==> config.mk <==
export PLATFORM = sky130hd
export DESIGN_NAME = mem_lsu
export DESIGN_NICKNAME = d
export VERILOG_FILES = /design/src/rtl/rv_mem_pkg.sv /design/src/rtl/mem_lsu_align.sv /design/src/rtl/mem_lsu.sv
export SDC_FILE = /design/constraint.sdc
export NUM_CORES = 1
export LEC_CHECK = 0
export ABC_CLOCK_PERIOD_IN_PS = 2670
export BUFFER_PORTS_ARGS = -buffer_cell sky130_fd_sc_hd__buf_2
export CORE_ASPECT_RATIO = 0.6
export CORE_MARGIN = 8
export CORE_UTILIZATION = 46
export DETAILED_ROUTE_END_ITERATION = 8
export GPL_ROUTABILITY_DRIVEN = 0
export PLACE_DENSITY = 0.76
export SYNTH_ARGS = -nofsm -noshare
export SYNTH_HDL_FRONTEND = slang
export SYNTH_SLANG_ARGS = --single-unit
==> constraint.sdc <==
create_clock -name clk -period 2.67 [get_ports clk]
set_input_delay 0.4005 -clock clk [delete_from_list [all_inputs] [get_ports clk]]
set_output_delay 0.4005 -clock clk [all_outputs]
set_load 0.01 [all_outputs]
==> src/rtl/rv_mem_pkg.sv <==
// Shared encodings for the MEM-stage load/store unit.
// funct3 sizes, fault codes and LSU state encoding.
package rv_mem_pkg;

    localparam logic [2:0] F3_B  = 3'b000;
    localparam logic [2:0] F3_H  = 3'b001;
    localparam logic [2:0] F3_W  = 3'b010;
    localparam logic [2:0] F3_BU = 3'b100;
    localparam logic [2:0] F3_HU = 3'b101;

    localparam logic [1:0] FLT_NONE    = 2'b00;
    localparam logic [1:0] FLT_MISAL   = 2'b01;
    localparam logic [1:0] FLT_ILLEGAL = 2'b10;
    localparam logic [1:0] FLT_TIMEOUT = 2'b11;

    typedef enum logic [1:0] {
        IDLE  = 2'b00,
        BUSY  = 2'b01,
        FAULT = 2'b10,
        DONE  = 2'b11
    } lsu_state_e;

endpackage

==> src/rtl/mem_lsu_align.sv <==
// Byte-lane steering, load extension and fault classification.
// Purely combinational; load side uses the funct3/offset latched at issue.
module lsu_align
    import rv_mem_pkg::*;
(
    input  logic [2:0]  i_funct3,
    input  logic [1:0]  i_off,
    input  logic        i_read,
    input  logic        i_write,
    input  logic [31:0] i_store_data,
    input  logic [2:0]  i_ld_funct3,
    input  logic [1:0]  i_ld_off,
    input  logic [31:0] i_rdata,
    output logic [3:0]  o_be,
    output logic [31:0] o_wdata,
    output logic [31:0] o_ld_data,
    output logic [1:0]  o_fault
);

    logic        w_illegal;
    logic        w_misal;
    logic [7:0]  w_byte;
    logic [15:0] w_half;

    always_comb begin
        o_be    = 4'b0000;
        o_wdata = i_store_data;
        case (i_funct3)
            F3_B, F3_BU: begin
                o_be    = 4'b0001 << i_off;
                o_wdata = {4{i_store_data[7:0]}};
            end
            F3_H, F3_HU: begin
                o_be    = i_off[1] ? 4'b1100 : 4'b0011;
                o_wdata = {2{i_store_data[15:0]}};
            end
            F3_W: o_be = 4'b1111;
            default: o_be = 4'b0000;
        endcase
    end

    always_comb begin
        w_illegal = (i_read & i_write)
                  | (i_funct3 == 3'b011)
                  | (i_funct3 == 3'b110)
                  | (i_funct3 == 3'b111)
                  | (i_write & ((i_funct3 == F3_BU) | (i_funct3 == F3_HU)));
        w_misal   = (((i_funct3 == F3_H) | (i_funct3 == F3_HU)) & i_off[0])
                  | ((i_funct3 == F3_W) & (i_off != 2'b00));
        o_fault   = FLT_NONE;
        priority case (1'b1)
            w_illegal: o_fault = FLT_ILLEGAL;
            w_misal:   o_fault = FLT_MISAL;
            default:   o_fault = FLT_NONE;
        endcase
    end

    always_comb begin
        w_byte = 8'h00;
        case (i_ld_off)
            2'd0: w_byte = i_rdata[7:0];
            2'd1: w_byte = i_rdata[15:8];
            2'd2: w_byte = i_rdata[23:16];
            2'd3: w_byte = i_rdata[31:24];
            default: w_byte = 8'h00;
        endcase
        w_half = i_ld_off[1] ? i_rdata[31:16] : i_rdata[15:0];
    end

    always_comb begin
        o_ld_data = 32'h0;
        case (i_ld_funct3)
            F3_B:  o_ld_data = {{24{w_byte[7]}}, w_byte};
            F3_BU: o_ld_data = {24'h0, w_byte};
            F3_H:  o_ld_data = {{16{w_half[15]}}, w_half};
            F3_HU: o_ld_data = {16'h0, w_half};
            F3_W:  o_ld_data = i_rdata;
            default: o_ld_data = 32'h0;
        endcase
    end

endmodule

==> src/rtl/mem_lsu.sv <==
// MEM-stage load/store unit: req/ack bus FSM with timeout and stall.
// Bus outputs are registered at issue and held stable until ack/abort.
module mem_lsu
    import rv_mem_pkg::*;
#(
    parameter int unsigned TIMEOUT = 255
) (
    input  logic        clk,
    input  logic        reset,
    input  logic        i_valid,
    input  logic        i_mem_read,
    input  logic        i_mem_write,
    input  logic [2:0]  i_funct3,
    input  logic [31:0] i_addr,
    input  logic [31:0] i_store_data,
    output logic        o_stall,
    output logic        o_done,
    output logic [31:0] o_load_data,
    output logic [1:0]  o_fault,
    output logic        o_bus_req,
    output logic        o_bus_we,
    output logic [31:0] o_bus_addr,
    output logic [3:0]  o_bus_be,
    output logic [31:0] o_bus_wdata,
    input  logic        i_bus_ack,
    input  logic [31:0] i_bus_rdata
);

    lsu_state_e  r_state;
    lsu_state_e  w_next;
    logic [15:0] r_wait;
    logic [2:0]  r_ld_f3;
    logic [1:0]  r_ld_off;
    logic        r_is_load;
    logic [1:0]  r_pend_fault;
    logic        r_bus_req;
    logic        r_bus_we;
    logic [31:0] r_bus_addr;
    logic [3:0]  r_bus_be;
    logic [31:0] r_bus_wdata;
    logic        r_done;
    logic [31:0] r_load_data;
    logic [1:0]  r_fault;

    logic        w_request;
    logic        w_ack;
    logic        w_timeout;
    logic [3:0]  w_be;
    logic [31:0] w_wdata;
    logic [31:0] w_ld_data;
    logic [1:0]  w_fault;

    lsu_align u_align (
        .i_funct3     (i_funct3),
        .i_off        (i_addr[1:0]),
        .i_read       (i_mem_read),
        .i_write      (i_mem_write),
        .i_store_data (i_store_data),
        .i_ld_funct3  (r_ld_f3),
        .i_ld_off     (r_ld_off),
        .i_rdata      (i_bus_rdata),
        .o_be         (w_be),
        .o_wdata      (w_wdata),
        .o_ld_data    (w_ld_data),
        .o_fault      (w_fault)
    );

    assign w_request = i_valid & (i_mem_read | i_mem_write);
    assign w_ack     = r_bus_req & i_bus_ack;
    assign w_timeout = (({1'b0, r_wait} + 17'd1) == 17'(TIMEOUT));

    always_ff @(posedge clk) begin
        if (reset) r_state <= IDLE;
        else       r_state <= w_next;
    end

    always_comb begin
        w_next = r_state;
        case (r_state)
            IDLE: begin
                if (w_request)
                    w_next = (w_fault != FLT_NONE) ? FAULT : BUSY;
            end
            BUSY: begin
                if (w_ack || w_timeout) w_next = DONE;
            end
            FAULT:   w_next = DONE;
            DONE:    w_next = IDLE;
            default: w_next = IDLE;
        endcase
    end

    // Ack is checked before timeout so a last-cycle ack still succeeds.
    always_ff @(posedge clk) begin
        if (reset) begin
            r_wait       <= 16'd0;
            r_ld_f3      <= 3'd0;
            r_ld_off     <= 2'd0;
            r_is_load    <= 1'b0;
            r_pend_fault <= FLT_NONE;
            r_bus_req    <= 1'b0;
            r_bus_we     <= 1'b0;
            r_bus_addr   <= 32'h0;
            r_bus_be     <= 4'h0;
            r_bus_wdata  <= 32'h0;
            r_done       <= 1'b0;
            r_load_data  <= 32'h0;
            r_fault      <= FLT_NONE;
        end else begin
            case (r_state)
                IDLE: begin
                    r_pend_fault <= w_fault;
                    if (w_request && (w_fault == FLT_NONE)) begin
                        r_bus_req   <= 1'b1;
                        r_bus_we    <= i_mem_write;
                        r_bus_addr  <= {i_addr[31:2], 2'b00};
                        r_bus_be    <= w_be;
                        r_bus_wdata <= w_wdata;
                        r_wait      <= 16'd0;
                        r_ld_f3     <= i_funct3;
                        r_ld_off    <= i_addr[1:0];
                        r_is_load   <= ~i_mem_write;
                    end
                end
                BUSY: begin
                    if (w_ack) begin
                        r_bus_req   <= 1'b0;
                        r_done      <= 1'b1;
                        r_fault     <= FLT_NONE;
                        r_load_data <= r_is_load ? w_ld_data : 32'h0;
                    end else if (w_timeout) begin
                        r_bus_req   <= 1'b0;
                        r_done      <= 1'b1;
                        r_fault     <= FLT_TIMEOUT;
                        r_load_data <= 32'h0;
                    end else begin
                        r_wait <= r_wait + 16'd1;
                    end
                end
                FAULT: begin
                    r_done      <= 1'b1;
                    r_fault     <= r_pend_fault;
                    r_load_data <= 32'h0;
                end
                DONE: begin
                    r_done      <= 1'b0;
                    r_fault     <= FLT_NONE;
                    r_load_data <= 32'h0;
                end
                default: r_done <= 1'b0;
            endcase
        end
    end

    assign o_stall = ~reset & (((r_state == IDLE) & w_request)
                             | (r_state == BUSY)
                             | (r_state == FAULT));

    assign o_done      = r_done;
    assign o_load_data = r_load_data;
    assign o_fault     = r_fault;
    assign o_bus_req   = r_bus_req;
    assign o_bus_we    = r_bus_we;
    assign o_bus_addr  = r_bus_addr;
    assign o_bus_be    = r_bus_be;
    assign o_bus_wdata = r_bus_wdata;

endmodule

## Yosys cells after proc, flatten, opt, wreduce, memory -nomap -nowiden

Index checks and enable logic that the tools add are counted.
Widths: inputs -> output; s select.

- Bitwise gates (word level): 20
- Equality and inequality tests: 24
- Multipliers: 0
- Reduce and logical (&&, ||, !) cells: 21
- Magnitude comparators: 0
- Shifts and indexed selects: 1
- Div/mod/pow operators: 0
- Add/subtract/negate cells: 2
- Mux-type cells: 30

Operators with widths:

| kind | count |
|---|---|
| $pmux 32 s5 | 1 |
| $pmux 32 s2 | 2 |
| $mux 32 | 3 |
| $mux 16 | 4 |
| $pmux 16 s2 | 1 |
| $pmux 8 s4 | 1 |
| $eq 3x3->1 const B | 6 |
| $add 16x1->17 const B | 1 |
| $eq 17x8->1 const B | 1 |
| $add 16x1->16 const B | 1 |
| $mux 2 | 6 |
| $pmux 4 s3 | 1 |
| $ne 2x2->1 const B | 5 |
| $or 1x1->1 | 10 |
| $eq 3x2->1 const B | 3 |
| $and 1x1->1 | 8 |
| $eq 2x2->1 const B | 4 |
| $pmux 2 s4 | 1 |
| $reduce_and 2->1 | 4 |
| $reduce_bool 2->1 | 4 |
| $eq 3x1->1 const B | 2 |
| $logic_not 2->1 | 3 |
| $logic_not 3->1 | 2 |
| $mux 1 | 6 |
| 14 further kinds | 18 |

- Bits in latches: 0
- Bits of input ports: 105
- Memory bits (writable): 0
- Memories: 0
- Flip-flop bits (word level): 129
- Bits in read-only memories: 0

## Logic depth before layout (Yosys ltp)

Gate-level depths: netlist of the first run.

- Word-level depth: 10
- Gate-level depth with buffers: 11

## Cells and area by module

From an unflattened synthesis of the first run, not the netlist that was laid out.

- Cell total of the unflattened synthesis: 853
- Area total of the unflattened synthesis: 6623.9 µm²

Modules (own cells, without submodules):

| module | area an instance (µm²) | cells an instance | instances | sequential area each (µm²) |
|---|---|---|---|---|
| mem_lsu | 5213.8 | 662 | 1 | 2582.5 |
| lsu_align | 1410.1 | 191 | 1 | 0.0 |

## Worst setup path after synthesis of the first run

OpenSTA, ideal clock, no wires.

- Path kind: reg2reg
- From: register r_wait[1]
- To: register r_load_data[12] (netlist: o_load_data[12])
- Stages on the path, launching flop included: 12
- Period minus slack after synthesis: 2696 ps
- Required time: 2549 ps
- Slack: -26 ps
- Setup time: 121 ps
- Arrival time: 2574 ps
- Buffers on the path: 3
- Cells stage by stage: dfxtp_1 -> ha_1 -> nand3_1 -> or4_1 -> buf_2 -> xor2_1 -> o2111ai_2 -> o211ai_2 -> and2_4 -> buf_6 -> buf_6 -> mux2_4

- Word-level cells in the longest chain between the ends: 4

RTL lines:

| element | RTL line | text |
|---|---|---|
| start, declared | mem_lsu.sv:31 | `logic [15:0] r_wait;` |
| start signal, assigned | mem_lsu.sv:137 | `r_wait <= r_wait + 16'd1;` |
| $add 16x1->17 | mem_lsu.sv:70 | `assign w_timeout = (({1'b0, r_wait} + 17'd1) == 17'(TIMEOUT));` |
| $eq 17x8->1 | mem_lsu.sv:70 |  |
| $ne 3x3->1 (no line) | -- |  |
| $reduce_and 2->1 (no line) | -- |  |
| end signal, assigned | mem_lsu.sv:130 | `r_load_data <= r_is_load ? w_ld_data : 32'h0;` |
| end, declared | mem_lsu.sv:42 | `logic [31:0] r_load_data;` |

No other way between the ends.
A chain may end at the register's enable or synchronous reset.

## Worst setup path after layout of the first run

- From: register r_wait[8]
- To: register r_load_data[15] (netlist: o_load_data[15])

Same word-level chain as after synthesis.

==> results.ini, run 1 <==
[status]
status = finished, final reports clean

[synth]
yosys.area_share.simple = 0.222
yosys_warnings = 0
synthTopCellsByArea = dfxtp_1 (40%), nand2_1 (8.7%), a21oi_1 (7.4%), mux2i_1 (4.8%), mux2_4 (4.6%)
synth_compound_area_frac = 0.200
avgSynthCellArea_um2 = 8.16
synth_top_family_by_area = simple AND/OR/NAND/NOR gates
synth_edf_count = 0
yosysTopAreaCell = dfxtp_1
netlist_area_mm2 = 0.00653
synth_cells = 800
async_flop_share = 0
synth_seq_cells = 129
synth_top_area_frac = 0.396
yosysSeqAreaShare = 0.396
synth_ff_type = dfxtp_1
synth_xor_area_frac = 0.00537
synth_fa_ha_area_frac = 0.0134
yosysUniqueCellTypes = 63
synthMuxAreaShare = 0.109

[sta]
clock.fmax_mhz = 388
finalHoldViolCount = 0
tightest_slew_ns = 0.761
period_minus_slack_ns = 2.58
whs_ns = 0.222
clock_skew_ns = 0.00791
setup_viol = 0
period_share = 0.965
slew_headroom = 0.493
maxSlewViolCount = 0

[layout]
area_growth_pct = 32.3
nets = 1124
drive_gt1_frac = 0.338
final_common_cell = buf_2
post-route-util = 0.628
fin_area_mm2 = 0.00864
diodes = 0
stdcell_count = 1217
layout_common_cells = buf_2 (207), nand2_1 (152), dfxtp_1 (126), a21oi_1 (97), nor2_1 (55)
fill_cells = 1207

[critical_path]
cp.arrival_ns = 2.87
max_stage_delay_ns = 0.57
path_buf_inv = 1
crit_cells = 8
cp_max_fo = 6
cp.required_ns = 2.96
crit_path_end_kind = flop
path_cells = nand2_2, or4_4, xor2_2, o2111ai_2, o211ai_2, and2_4, buf_4, mux2_4
slowest_stage = or4_4
startpoint = r_wait[8]
r2r_start = r_wait[8]
start_kind = flop
r2r_cells = 8
crit_type = reg2reg
crit_family = simple AND/OR/NAND/NOR gates

[global_route]
grt_pass1_vias = 6178
overflow = 0
grt_start_max_net_pins = 91
grt_usage = 0.219
antenna_found_initial = 0
grt_pass1_wl_mm = 32.4

[place]
dp.cells = 1179
dp_hpwl_mm = 14.9
place_area_mm2 = 0.00790
portBuffers = 208

[power_and_ir_drop]
ir_worst_vdd_mv = 0.430
p_per_area_mw_per_mm2 = 728
p_leak_uw = 0.00375

[routing]
wl_mm = 21.0
wire_per_inst_um = 17.3
viasPerCell = 5.35
dr.pass1.iters = 5
antenna_left = 0
drc = 0
vias = 6517
drtIter0Drc = 521

[floorplanning]
ios = 211
core_mm2 = 0.0137
die_area_mm2 = 0.0184
floorplan.initialDensity = 0.475
fp.dieH_um = 108
fp.dieW_um = 170
rows = 33

[clock_network]
clk_path_buf_depth = 2
cts-root-buf = clkbuf_16
cts_tree = built
clk_latency_ns = 0.41
htreeDepth = 4
clk_pin_slew_ns = 0.06
clkSinkCount = 129
cts_buffers = 17

[worst_hold_path]
min-delay-start = i_addr[13]
whs_path_depth = 3
hold_class = in2reg

[run]
max-cap-violations = 0

## routing by layer
metal	up-vias	track usage	wire, um
met2	243	0.329	9240
met5	-	0	0
met4	0	0.0566	195
met1	3026	0.292	9520
met3	18	0.0837	2080
li1	3230	-	-
## area by class of cell
type,instances,area [um^2],share of cell area
inverters,11,41.3,0.00478
clock inverters,14,180,0.0209
well taps,192,240,0.0278
multi-input cells,594,3690,0.427
repair buffers,259,1470,0.170
flip-flops and latches,129,2590,0.299
clock buffers,18,429,0.0497
## sequential cells by signal (all words and copies together) (netlist names)
signal / count
r_ld_f3: 3
o_load_data: 32
o_bus_req: 1
r_pend_fault: 2
o_done: 1
o_bus_wdata: 32
r_is_load: 1
o_bus_addr: 30
o_fault: 2
o_bus_be: 4
r_wait: 16
o_bus_we: 1
r_ld_off: 2
r_state: 2
## worst paths after layout
kind | endpoint | slack (ns)
max | o_load_data[15] | 0.09
min | o_bus_addr[13] | 0.22
max reg2reg | o_load_data[15] | 0.09
min reg2reg | o_bus_addr[20] | 0.45
## kinds of logic (layout without fill, tap and decap cells)
group | after synthesis | after routing
compound gates | 209 | 209
xor+xnor | 4 | 4
fa+ha+maj | 7 | 7
buf+inv | 79 | 302
flops | 129 | 129
mux | 59 | 59
other cells | 1 | 2
simple gates | 312 | 313
## tightest hold or removal path: stages
cell and delay (ns):
buf_2 0.09, nand2_1 0.04, a21oi_1 0.05
## repair_timing
action,CTS,global route
gates cloned,1,0
endpoints found under the setup margin,41,47
buffers inserted,5,0
gates resized for setup,4,12
pin swaps,2,4
endpoints found under the hold margin,0,0
hold buffers,0,0
## metrics by stage
step | setup WS (ns) | TNS [ns] | power, uW
after floorplan | 0.00545 | 0 | 3200
after global placement | -0.143 | -1.63 | 3780
after detailed placement | -0.177 | -2.63 | 3800
after CTS | 0.00301 | 0 | 6310
after global routing | -0.0359 | -0.559 | 6590
final | 0.0943 | 0 | 6290
## power breakdown
part / internal (uW) / total, uW / switching, uW
Combinational: 771 / 1730 / 959
Clock: 1490 / 2420 / 934
Sequential: 2050 / 2140 / 84.2
Total: 4310 / 6290 / 1980
## synthesized netlist by cell type, types with 3 or more instances
library cell and instances:
nand2_1 152, dfxtp_1 129, a21oi_1 97, nor2_1 56
clkbuf_1 46, o21ai_0 32, mux2i_1 31, nor2b_1 28
a211oi_1 20, mux2_4 20, nor3_1 17, a221o_1 12
inv_1 11, nand2b_1 11, a311oi_1 10, buf_1 9
a22oi_1 8, o22ai_1 8, and2_1 7, ha_1 7
mux2_2 7, nand3_1 7, nor4_1 7, buf_6 5
buf_2 4, nor4b_1 4, a21o_1 3, buf_4 3
nand4_1 3, or3_1 3
Note: power is estimated with default switching activity, not from simulation.
==> run 2: changes to the inputs <==
--- a/config.mk
+++ b/config.mk
@@ -7,7 +7,6 @@
 export LEC_CHECK = 0
 export ABC_CLOCK_PERIOD_IN_PS = 2670
 export BUFFER_PORTS_ARGS = -buffer_cell sky130_fd_sc_hd__buf_2
-export CORE_ASPECT_RATIO = 0.6
 export CORE_MARGIN = 8
 export CORE_UTILIZATION = 46
 export DETAILED_ROUTE_END_ITERATION = 8
==> run 2 against run 1 <==
Worst hold slack worse by 0.0025 ns; critical path depth up 3; power down 0.79%; combinational power about the same.
==> results.ini, run 2 (synthesized netlist as in run 1, its figures left out) <==
[clock_network]
cts-root-buf = clkbuf_16  ; unchanged
clk_pin_slew_ns = 0.06  ; about the same
cts_buffers = 17  ; unchanged
clk_latency_ns = 0.42  ; was 0.41 ns
htreeDepth = 4  ; unchanged
clkSinkCount = 129  ; unchanged
clk_path_buf_depth = 2  ; unchanged
postCtsHoldBufs = 0  ; unchanged
cts_tree = built  ; unchanged

[layout]
post-route-util = 0.618  ; was 0.628
final_common_cell = buf_2  ; unchanged
diodes = 0  ; unchanged
fill_cells = 1288  ; was 1207
ff_latch_area_mm2 = 0.00259  ; about the same
layout_common_cells = buf_2 (208), nand2_1 (152), dfxtp_1 (126), a21oi_1 (97), nor2_1 (56)  ; was buf_2 (207), nand2_1 (152), dfxtp_1 (126), a21oi_1 (97), nor2_1 (55)
nets = 1120  ; was 1124
multi_input_area_mm2 = 0.00368  ; was 0.00369 mm^2
area_growth_pct = 31.5  ; was 32.3%
drive_gt1_frac = 0.331  ; was 0.338

[status]
status = finished, final reports clean  ; unchanged

[sta]
maxSlewViolCount = 0  ; unchanged
tightest_slew_ns = 0.603  ; was 0.761 ns
finalHoldViolCount = 0  ; unchanged
setup_viol = 0  ; unchanged
clock.fmax_mhz = 389  ; was 388 MHz
setup_slack_ns = 0.0986  ; was 0.0943 ns
period_minus_slack_ns = 2.57  ; was 2.58 ns
finalSetupTns_ns = 0  ; unchanged
period_share = 0.963  ; was 0.965
clock_skew_ns = 0.00975  ; was 0.00791 ns
whs_ns = 0.219  ; was 0.222 ns
slew_headroom = 0.598  ; was 0.493

[critical_path]
cp_max_fo = 10  ; was 6
crit_path_end_kind = flop  ; unchanged
slowest_stage = dfxtp_4  ; was or4_4
cp.arrival_ns = 2.88  ; was 2.87 ns
cp.required_ns = 2.97  ; was 2.96 ns
path_cells = ha_4, nand3_2, buf_6, o32ai_1, a32o_2, o2111ai_2, o211ai_2, and2_4, buf_4, buf_12, mux2_2  ; was nand2_2, or4_4, xor2_2, o2111ai_2, o211ai_2, and2_4, buf_4, mux2_4
max_stage_delay_ns = 0.37  ; was 0.57 ns
crit_type = reg2reg  ; unchanged
path_buf_inv = 3  ; was 1
crit_family = compound AO/OA/AOI/OAI gates  ; was simple AND/OR/NAND/NOR gates
start_kind = flop  ; unchanged

[power_and_ir_drop]
p_leak_uw = 0.00372  ; was 0.00375 uW
p_per_area_mw_per_mm2 = 727  ; was 728 mW/mm^2
total_power_uw = 6240  ; was 6290 uW
ir_worst_vdd_mv = 0.511  ; was 0.430 mV

[routing]
wire_per_inst_um = 17.2  ; was 17.3 um
antenna_left = 0  ; unchanged
drtIter0Drc = 439  ; was 521
drc = 0  ; unchanged
wl_mm = 20.6  ; was 21.0 mm
viasPerCell = 5.45  ; was 5.35
dr.pass1.iters = 5  ; unchanged
vias = 6543  ; was 6517

[floorplanning]
fp.dieH_um = 135  ; was 108 um
fp.dieW_um = 135  ; was 170 um
die_area_mm2 = 0.0183  ; was 0.0184 mm^2
rows = 43  ; was 33
core_mm2 = 0.0139  ; was 0.0137 mm^2
ios = 211  ; unchanged
floorplan.initialDensity = 0.470  ; was 0.475

[global_route]
grt_pass1_wl_mm = 31.8  ; was 32.4 mm
grt_pass1_vias = 6222  ; was 6178
antenna_found_initial = 0  ; unchanged
overflow = 0  ; unchanged
grt_start_max_net_pins = 91  ; unchanged
grt_usage = 0.215  ; was 0.219

[run]
max-cap-violations = 0  ; unchanged

[place]
pre_cts_ws_ns = 0.0129  ; was -0.177 ns
dp_hpwl_mm = 14.6  ; was 14.9 mm
portBuffers = 208  ; unchanged

[worst_hold_path]
hold_class = in2reg  ; unchanged

-- run 2: cell type report --
type                       count  area share
timing repair buffer         256       0.169
sequential                   129       0.302
multi-input combinational    593       0.428
clock buffer                  22      0.0541
inverter                      11     0.00481
clock inverter                 9      0.0155
tap                          180      0.0262
-- run 2: per-layer routing --
layer | track usage | vias to the layer above | wire (um)
li1 | - | 3221 | -
met1 | 0.252 | 3020 | 8270
met2 | 0.342 | 273 | 9640
met3 | 0.0942 | 29 | 2270
met4 | 0.0765 | 0 | 417
met5 | 0 | - | 0
-- run 2: final timing paths --
kind             startpoint              to  slack (ns)  cells after the start
max reg2reg       r_wait[1]  o_load_data[8]         0.1                     11
min               i_addr[7]   o_bus_addr[7]        0.22                      3
max               r_wait[1]  o_load_data[8]         0.1                     11
min reg2reg  o_bus_addr[13]  o_bus_addr[13]        0.45                      2
-- run 2: through the flow --
step	instances	cell area, um^2
global route	1200	8580
detailed placement	1155	7800
finish	1200	8580
floorplan	801	6540
global placement	1155	7800
CTS	1186	8400
-- run 2: timing repair --
action / in CTS / in global routing
pin swaps: 0 / 3
cloned: 0 / 1
buffers inserted: 0 / 13
resized for setup: 1 / 17
endpoints found under the setup margin: 2 / 41
-- run 2: power breakdown --
part	leakage, uW	switching (uW)	internal (uW)
combinational	0.00239	959	770
clock	0.000286	859	1510
sequential	0.00105	84.5	2050
-- run 2: tightest hold or removal path, stage by stage --
cell and delay, ns:
buf_2 0.09, nand2_1 0.04, a21oi_1 0.05
==> run 3: changes to the inputs <==
--- a/config.mk
+++ b/config.mk
@@ -7,6 +7,7 @@
 export LEC_CHECK = 0
 export ABC_CLOCK_PERIOD_IN_PS = 2670
 export BUFFER_PORTS_ARGS = -buffer_cell sky130_fd_sc_hd__buf_2
+export CORE_ASPECT_RATIO = 0.7
 export CORE_MARGIN = 8
 export CORE_UTILIZATION = 46
 export DETAILED_ROUTE_END_ITERATION = 8
==> run 3 against run 2 <==
Sequential cell count unchanged; core utilization barely moved; sequential power about the same; register-to-register slack about the same; die area up 0.33%; critical path depth fell by 2; first-iteration DRC count is 25% higher; critical path type unchanged; largest cell class unchanged.
==> results.ini, run 3 (synthesized netlist as in run 1, its figures left out) <==
[place]
pre_cts_ws_ns = -0.0556  ; was 0.0129 ns
dp.cells = 1166  ; was 1155
dp_hpwl_mm = 14.5  ; was 14.6 mm
portBuffers = 208  ; unchanged

[clock_network]
cts-root-buf = clkbuf_16  ; unchanged
clkSinkCount = 129  ; unchanged
clk_path_buf_depth = 2  ; unchanged
htreeDepth = 4  ; unchanged
cts_buffers = 17  ; unchanged
postCtsHoldBufs = 0  ; unchanged
clk_latency_ns = 0.42  ; about the same
clk_pin_slew_ns = 0.06  ; about the same
cts_tree = built  ; unchanged

[sta]
period_minus_slack_ns = 2.56  ; was 2.57 ns
setup_slack_ns = 0.112  ; was 0.0986 ns
maxSlewViolCount = 0  ; unchanged
clock_skew_ns = 0.00796  ; was 0.00975 ns
setup_viol = 0  ; unchanged
finalSetupTns_ns = 0  ; unchanged
finalHoldViolCount = 0  ; unchanged
slew_headroom = 0.505  ; was 0.598
tightest_slew_ns = 0.743  ; was 0.603 ns
period_share = 0.958  ; was 0.963
clock.fmax_mhz = 391  ; was 389 MHz

[layout]
fill_cells = 1248  ; was 1288
drive_gt1_frac = 0.323  ; was 0.331
stdcell_count = 1202  ; was 1200
area_growth_pct = 31.4  ; was 31.5%
layout_common_cells = buf_2 (207), nand2_1 (152), dfxtp_1 (127), a21oi_1 (97), nor2_1 (56)  ; was buf_2 (208), nand2_1 (152), dfxtp_1 (126), a21oi_1 (97), nor2_1 (56)
final_common_cell = buf_2  ; unchanged
nets = 1110  ; was 1120

[critical_path]
r2r_start = r_wait[1]  ; unchanged
cp.arrival_ns = 2.85  ; was 2.88 ns
regToRegSetupSlack_ns = 0.11  ; was 0.1 ns
start_kind = flop  ; unchanged
r2r_cells = 9  ; was 11
startpoint = r_wait[1]  ; unchanged
cp_max_fo = 9  ; was 10
r2r-end = o_load_data[8]  ; unchanged
cp.required_ns = 2.97  ; about the same
path_cells = ha_4, nand3_4, or4_4, xor2_2, o2111ai_2, o211ai_2, and2_4, buf_12, mux2_2  ; was ha_4, nand3_2, buf_6, o32ai_1, a32o_2, o2111ai_2, o211ai_2, and2_4, buf_4, buf_12, mux2_2
slowest_stage = or4_4  ; was dfxtp_4
crit_type = reg2reg  ; unchanged
crit_path_end_kind = flop  ; unchanged
max_stage_delay_ns = 0.57  ; was 0.37 ns
crit_end = o_load_data[8]  ; unchanged

[floorplanning]
core_mm2 = 0.0139  ; about the same
fp.dieW_um = 158  ; was 135 um
ios = 211  ; unchanged
fp.dieH_um = 116  ; was 135 um
floorplan.initialDensity = 0.471  ; was 0.470
rows = 36  ; was 43
die_area_mm2 = 0.0183  ; about the same

[status]
status = finished, final reports clean  ; unchanged

[worst_hold_path]
whs_path_depth = 3  ; unchanged
hold_class = in2reg  ; unchanged

[routing]
top_layer = met4  ; unchanged
drtIter0Drc = 547  ; was 439
vias = 6462  ; was 6543
antenna_left = 0  ; unchanged
drc = 0  ; unchanged
met3_length_mm = 2.16  ; was 2.27 mm
met1_length_mm = 8.86  ; was 8.27 mm
viasPerCell = 5.38  ; was 5.45
dr.pass1.iters = 6  ; was 5
wl_met2_mm = 8.96  ; was 9.64 mm
wl_mm = 20.2  ; was 20.6 mm
wire_per_inst_um = 16.8  ; was 17.2 um

[global_route]
grt_usage = 0.215  ; about the same
grt_pass1_wl_mm = 31.5  ; was 31.8 mm
grt_start_max_net_pins = 91  ; unchanged
overflow = 0  ; unchanged
grt_pass1_vias = 6163  ; was 6222
antenna_found_initial = 0  ; unchanged

[power_and_ir_drop]
p_per_area_mw_per_mm2 = 741  ; was 727 mW/mm^2
ir_worst_vdd_mv = 0.559  ; was 0.511 mV
p_leak_uw = 0.00371  ; was 0.00372 uW

[run]
max-cap-violations = 0  ; unchanged

## run 3: changes by cell type in the layout (fill, tap and decap cells not counted), sizes merged
| cell | before | now |
|---|---|---|
| clkbuf | 22 | 18 |
| clkinvlp | 2 | 1 |
| clkinv | 4 | 7 |
| bufinv | 3 | 6 |
| buf | 256 | 246 |
| diode | 0 | 1 |
## run 3: layer usage
metal  vias up  global-route usage
met5         -                   0
met4         0              0.0576
met3        23              0.0842
met2       299               0.334
met1      2942               0.275
li1       3198                   -
## run 3: timing repair
item | 4_1_cts | 5_1_grt
pin swaps | 0 | 4
resized for setup | 3 | 9
setup buffers | 0 | 3
endpoints found under the setup margin | 34 | 39
## run 3: metrics by stage
step	cell area [um^2]	hold slack, ns	util	total power [uW]
detailed placement	7820	0.443	0.564	3690
global placement	7820	0.439	0.564	3670
finish	8580	0.217	0.618	6360
floorplan	6540	0.440	-	3200
global route	8580	0.216	0.618	6640
CTS	8490	0.204	0.612	6330
## run 3: area by class of cell
class	instances	area (um^2)	share of cell area
clock inverter	14	238	0.0277
multi-input combinational	593	3670	0.428
sequential	129	2580	0.301
clock buffer	18	429	0.0500
timing repair buffer	246	1370	0.160
antenna	1	2.50	0.000292
tap	190	238	0.0277
inverter	11	41.3	0.00481
## run 3: worst min-delay path by stage
stage	start	end	slack [ns]
after detailed placement	o_bus_addr[19]	o_bus_addr[19]	0.44
after CTS	i_addr[17]	o_bus_addr[17]	0.20
after global placement	o_bus_wdata[26]	o_bus_wdata[26]	0.44
after global routing	i_addr[16]	o_bus_addr[16]	0.22
after floorplan	r_pend_fault[0]	r_pend_fault[0]	0.44
final	i_addr[19]	o_bus_addr[19]	0.22
## run 3: worst max-delay path, delay by kind of cell (launching register included)
family	cells	cell delay, ns
AND/OR/NAND/NOR	3	0.91
AO/OA/AOI/OAI	2	0.38
flip-flops	1	0.35
multiplexers	1	0.34
adder cells (fa/ha/maj)	1	0.17
XOR/XNOR	1	0.15
buffers and inverters	1	0.15
## run 3: power by group
part | switching, uW | internal [uW]
Sequential | 79.3 | 2050
Combinational | 920 | 677
Clock | 876 | 1750
Total | 1870 | 4480
